--- config.mk ---
export PLATFORM = sky130hd
export DESIGN_NAME = qlab5_sys_gpio
export DESIGN_NICKNAME = d
export VERILOG_FILES = /design/src/rtl/qlab5_sys_gpio.sv
export SDC_FILE = /design/constraint.sdc
export NUM_CORES = 1
export LEC_CHECK = 0
export CORE_MARGIN = 1
export CORE_UTILIZATION = 39
export DETAILED_ROUTE_END_ITERATION = 10
export PLACE_DENSITY_LB_ADDON = 0.2
export SYNTH_ARGS = -nofsm -noshare
export SYNTH_HDL_FRONTEND = slang
export SYNTH_SLANG_ARGS = --single-unit
--- constraint.sdc ---
create_clock -name clk -period 2.5 [get_ports clk]
set_input_delay 0.625 -clock clk [delete_from_list [all_inputs] [get_ports clk]]
set_output_delay 0.625 -clock clk [all_outputs]
set_load 0.02 [all_outputs]
--- src/rtl/qlab5_sys_gpio.sv ---
// qlab5_sys_gpio: Avalon-MM GPIO with output/direction registers, input synchronizer and
// optional edge capture + interrupt (enabled by defining QLAB5_GPIO_EDGE_CAPTURE_EN).
module qlab5_sys_gpio #(
  parameter int WIDTH       = 8,
  parameter int RESET_VALUE = 0,
  parameter int SYNC_STAGES = 2,
  parameter int EDGE_TYPE   = 0
) (
  input  logic             clk,
  input  logic             reset_n,
  input  logic [2:0]       address,
  input  logic             chipselect,
  input  logic             write_n,
  input  logic [31:0]      writedata,
  output logic [31:0]      readdata,
  input  logic [WIDTH-1:0] in_port,
  output logic [WIDTH-1:0] out_port,
  output logic [WIDTH-1:0] oe,
  output logic             irq
);
  logic [WIDTH-1:0] data_out, dir, sync_in, wd, rd, irq_mask, edgecap;
  logic [WIDTH-1:0] sync_q [SYNC_STAGES];
  logic [31:0]      unused_wd;
  logic             we;
  assign we        = chipselect && !write_n;
  assign wd        = writedata[WIDTH-1:0];
  assign unused_wd = writedata;
  assign sync_in   = sync_q[SYNC_STAGES-1];
  assign out_port  = data_out;
  assign oe        = dir;
  assign irq       = |(edgecap & irq_mask);
  always_ff @(posedge clk) begin
    if (!reset_n) begin
      data_out <= WIDTH'(RESET_VALUE);
      dir      <= '0;
      for (int i = 0; i < SYNC_STAGES; i++) sync_q[i] <= '0;
    end else begin
      sync_q[0] <= in_port;
      for (int i = 1; i < SYNC_STAGES; i++) sync_q[i] <= sync_q[i-1];
      if (we && address == 3'd0) data_out <= wd;
      else if (we && address == 3'd4) data_out <= data_out | wd;
      else if (we && address == 3'd5) data_out <= data_out & ~wd;
      if (we && address == 3'd1) dir <= wd;
    end
  end
`ifdef QLAB5_GPIO_EDGE_CAPTURE_EN
  logic [WIDTH-1:0] sync_prev, det;
  logic [2:0]       blank;
  // Capture is held off until the synchronizer has flushed the pin state present at reset release.
  assign det = (blank != 3'd0) ? '0 :
               (EDGE_TYPE == 0) ? sync_in & ~sync_prev :
               (EDGE_TYPE == 1) ? ~sync_in & sync_prev : sync_in ^ sync_prev;
  always_ff @(posedge clk) begin
    if (!reset_n) begin
      sync_prev <= '0;
      edgecap   <= '0;
      irq_mask  <= '0;
      blank     <= 3'(SYNC_STAGES + 1);
    end else begin
      sync_prev <= sync_in;
      if (blank != 3'd0) blank <= blank - 3'd1;
      if (we && address == 3'd2) irq_mask <= wd;
      edgecap <= (edgecap & ~((we && address == 3'd3) ? wd : '0)) | det;
    end
  end
`else
  logic [1:0] unused_edge_type;
  assign unused_edge_type = 2'(EDGE_TYPE);
  assign irq_mask = '0;
  assign edgecap  = '0;
`endif
  always_comb begin
    rd = (address == 3'd0) ? (data_out & dir) | (sync_in & ~dir) :
         (address == 3'd1) ? dir :
         (address == 3'd2) ? irq_mask :
         (address == 3'd3) ? edgecap : '0;
  end
  assign readdata = 32'(rd);
endmodule

; ---- After elaboration in Yosys (flattened, before gate mapping)
; Memories as Yosys holds them, arrays and structs flattened.
; Cells that the tools add are included.
[totals]
ff_bits = 16
ram_bits = 16
in_bits = 47
out_inout_bits = 49
wordCells = 32
memories = 1
[classes]
eq_ne = 3
n_mux = 9
n_bitwise = 9
n_reduce_logical = 8
[memory_table]
columns = memory, words, word_bits, rd, rd_clocked_by_memory_dff, write_ports, line_no
row1 = sync_q, 2, 8, 2, 0, 2, 22  ; logic [WIDTH-1:0] sync_q [SYNC_STAGES];
[ops]
columns = operator, n
row1 = $mux 8, 7
row2 = $and 8x8->8, 3
row3 = $not 8->8, 2
row4 = $or 8x8->8, 2
row5 = $eq 3x3->1 const B, 2
row6 = $logic_and 1x1->1, 5
row7 = $eq 3x1->1 const B, 1
row8 = $logic_not 3->1, 1
row9 = $reduce_bool 3->1, 1
row10 = $mux 1, 2
row11 = $or 1x1->1, 2
row12 = $logic_not 1->1, 1

; ---- Longest topological paths before layout
; Gate-level depths: netlist of the first run.
[depth]
word_depth = 6
ltp_mapped = 4

; ---- Least setup slack after synthesis of the first run
; OpenSTA, ideal clock, no wires.
[synth_timing]
path_kind = input to output
startpoint = input address[0]
endpoint = output readdata[6]
t_arrival_ns = 1.594
required_ns = 1.875
path_slack_ns = 0.281
path_stages = 4
path_buffers = 2
path_cell_list = buf_4 -> buf_6 -> or3b_1 -> a21oi_1
[synth_between]
elab_chain_cells = 3
word_cells_on_any_way = 4
[synth_lines]
columns = item, line_no
row1 = from (decl), 11  ; input logic [2:0] address,
row2 = $eq 3x1->1, 74  ; (address == 3'd1) ? dir :
row3 = $mux 8, 74
row4 = $mux 8 *, 73  ; rd = (address == 3'd0) ? (data_out & dir) | (sync_in & ~dir) :
row5 = to (decl), 15  ; output logic [31:0] readdata,
; Every way passes the cells marked *; elsewhere a longest branch is shown, timed or not.

; ---- Worst setup path after layout of the first run
[layout_timing]
startpoint = input address[1]
endpoint = output readdata[6]
; Same word-level chain as after synthesis.

==> qor.yml, run 1 <==
slew_viol_final: 0
dpl_cell_area_um2: 1961
rows: 22
hold_violations: 0
overflow: 0
nNetsFinal: 265
regArea_um2: 640.6
clk_pin_slew_ns: 0.06
synth_edf_count: 0
grt_pass1_wl_um: 4933
yosysWarnings: 0
ys_types: 20
final_cells: 267
synth_flop_cell: "dfxtp_1"
die_w_um: 64.54
skew_ns: 0.004065
synth-seq-cells: 32
dp_cells: 259
hpwl_um: 2260
min_from: "sync_q[0][0]$_SDFF_PN0_"
die_h_um: 64.54
yosysMostFrequentCell: "dfxtp_1"
multi_input_area_um2: 749.5
maxCapViolCount: 0
ir_drop_uv: 315.8
netlist_area_um2: 1525
rsz0062_at_grt: "no"
coreArea_um2: 3716
fmax_mhz: 411.6
antenna_found_initial: 0
finalSetupTns_ns: 0
use_met3_pct: 5.810
crit_arrival_ns: 1.80
port_buffers: 46
yosysSeqAreaShare_pct: 42.00
post-route-period-util_pct: 97.18
cts_buffers: 5
ctsLongestPathBuffers: 2
critPathRequiredTime_ns: 1.88
startpoint_type: "input port"
io_pins: 96
n_fill_cell: 350
period_needed_ns: 2.429
maxSlewHeadroom_pct: 58.95
wl_per_cell_um: 12.33
initial_core_util_pct: 41.04
path_class: "input port to primary output"
post_synth.cell_area_avg_um2: 9.079
r2r_slack_ns: 1.79
status: "finished clean"
synth_area_leaders: "dfxtp_1 (42%), buf_4 (13%), and2_1 (6.6%), nand2_1 (5.9%), a21oi_1 (5.3%)"
top_usage_layer: "met2"
via_per_inst: 4.715
synth_async_sr_flop_share_pct: 0
cp_max_fo: 8
reg2regPathDepth: 2
h-tree-depth: 2
drtPass1Iterations: 4
power_density_nw_per_um2: 542.1
design_area_um2: 2026
clkSinkCount: 32
cts_tree: "built"
hold_path.class: "flip-flop to flip-flop"
drcViolationCount: 0
holdWs_ns: 0.4291
drive_above_1_share_pct: 15.53
whs_path_depth: 1
grtUsageMet2_pct: 23.95
diodes: 0
track_usage_pct: 15.56
grtUsageMet1_pct: 20.41
grt_max_degree: 41
drt_iter0_drc: 32
cts_root_buf: "clkbuf_8"
fp.dieArea_um2: 4165
worst_pin_slew_ns: 0.6130
worst_setup_path_end_kind: "primary output"
antenna_left: 0
place_congestion: 0.7663
synth_top_area_share_pct: 42.00
setup_violations: 0
yosysTopAreaCell: "dfxtp_1"
wl_um: 3293
grt_pass1_vias: 1086
syn_inst: 168
hold_path_end: "sync_q[0][8]$_SDFF_PN0_"
vias: 1259
ys_top_cells_by_count: "dfxtp_1 (32), buf_4 (26), nand2_1 (24), a21oi_1 (16), and2_1 (16)"
area_delta_synth_final_pct: 32.81
cts_hold_buf: 0
p_leak_nw: 0.8529
clk_latency_ns: 0.28
## cell usage in the layout (no fill, tap or decap), types with 2 or more instances in the layout
master | netlist | layout
o21ai_0 | 8 | 8
conb_1 | 1 | 25
o21a_1 | 8 | 8
nor4b_4 | 2 | 2
or3b_2 | 7 | 7
clkbuf_8 | 0 | 6
buf_2 | 0 | 4
o22ai_1 | 8 | 8
clkdlybuf4s50_1 | 0 | 37
buf_4 | 26 | 8
mux2i_1 | 8 | 8
nand2_1 | 24 | 24
and2_1 | 16 | 16
clkinv_2 | 0 | 2
dfxtp_1 | 32 | 32
a21oi_1 | 16 | 15
## stage by stage
step | worst slack (ns) | util [%] | total power (W)
after floorplan | 0.2807 | - | 0.0006672
after global placement | -0.5635 | 52.76 | 0.0007068
after detailed placement | -0.5921 | 52.76 | 0.0007104
after CTS | 0.07024 | 54.51 | 0.001110
after global routing | 0.03197 | 54.51 | 0.001150
final | 0.07061 | 54.51 | 0.001098
## power breakdown
group          switching (W)  internal, W
clock network       0.000181     0.000219
logic              0.0000927    0.0000701
registers         0.00000764     0.000527
## metal layers
metal  up-vias  share of wire [%]
li1        617                  -
met1       573                 45
met2        63                 46
met3         6                8.7
met4         0               0.76
met5         -                  0
## worst max path at each step
stage | depth (start not counted) | slack (ns) | startpoint | endpoint
after detailed placement | 5 | -0.59 | address[0] | readdata[7]
after CTS | 4 | 0.07 | address[1] | readdata[6]
after global placement | 5 | -0.56 | address[0] | readdata[0]
after floorplan | 4 | 0.28 | address[0] | readdata[6]
final | 4 | 0.07 | address[1] | readdata[6]
after global routing | 4 | 0.03 | address[1] | readdata[6]
## final cells by class
cell class | count | area share [%]
Clock inverter | 2 | 0.4941
Inverter | 1 | 0.1853
Sequential cell | 32 | 31.62
Multi-Input combinational cell | 127 | 37.00
Timing Repair Buffer | 51 | 23.66
Tap cell | 48 | 2.965
Clock buffer | 6 | 4.077
## worst max-delay path: stages
cell             delay (ns)
clkdlybuf4s50_1        0.42
or2_2                  0.41
a21oi_1                0.16
buf_2                  0.19
## cell families after synthesis
| logic type | Yosys count | share of synthesized area (%) |
|---|---|---|
| other | 1 | 0.2459 |
| DFF | 32 | 42.00 |
| and+or+nand+nor | 54 | 22.40 |
| muxes | 8 | 5.250 |
| buffers and inverters | 33 | 15.01 |
| AOI/OAI and AO/OA | 40 | 15.09 |
## timing repair
item                       CTS  global route
gates resized for setup     38             0
setup endpoints to repair    8             0
buffers inserted             0             0
No activity file was read; power rests on OpenSTA's default activity.
==> inputs of run 2 (changes only) <==
--- a/config.mk
+++ b/config.mk
@@ -9,6 +9,7 @@
 export CORE_UTILIZATION = 39
 export DETAILED_ROUTE_END_ITERATION = 10
 export PLACE_DENSITY_LB_ADDON = 0.2
+export SLEW_MARGIN = 0
 export SYNTH_ARGS = -nofsm -noshare
 export SYNTH_HDL_FRONTEND = slang
 export SYNTH_SLANG_ARGS = --single-unit
==> results of run 2 <==
No change in the layout: final DEF, timing and power equal those of run 1.
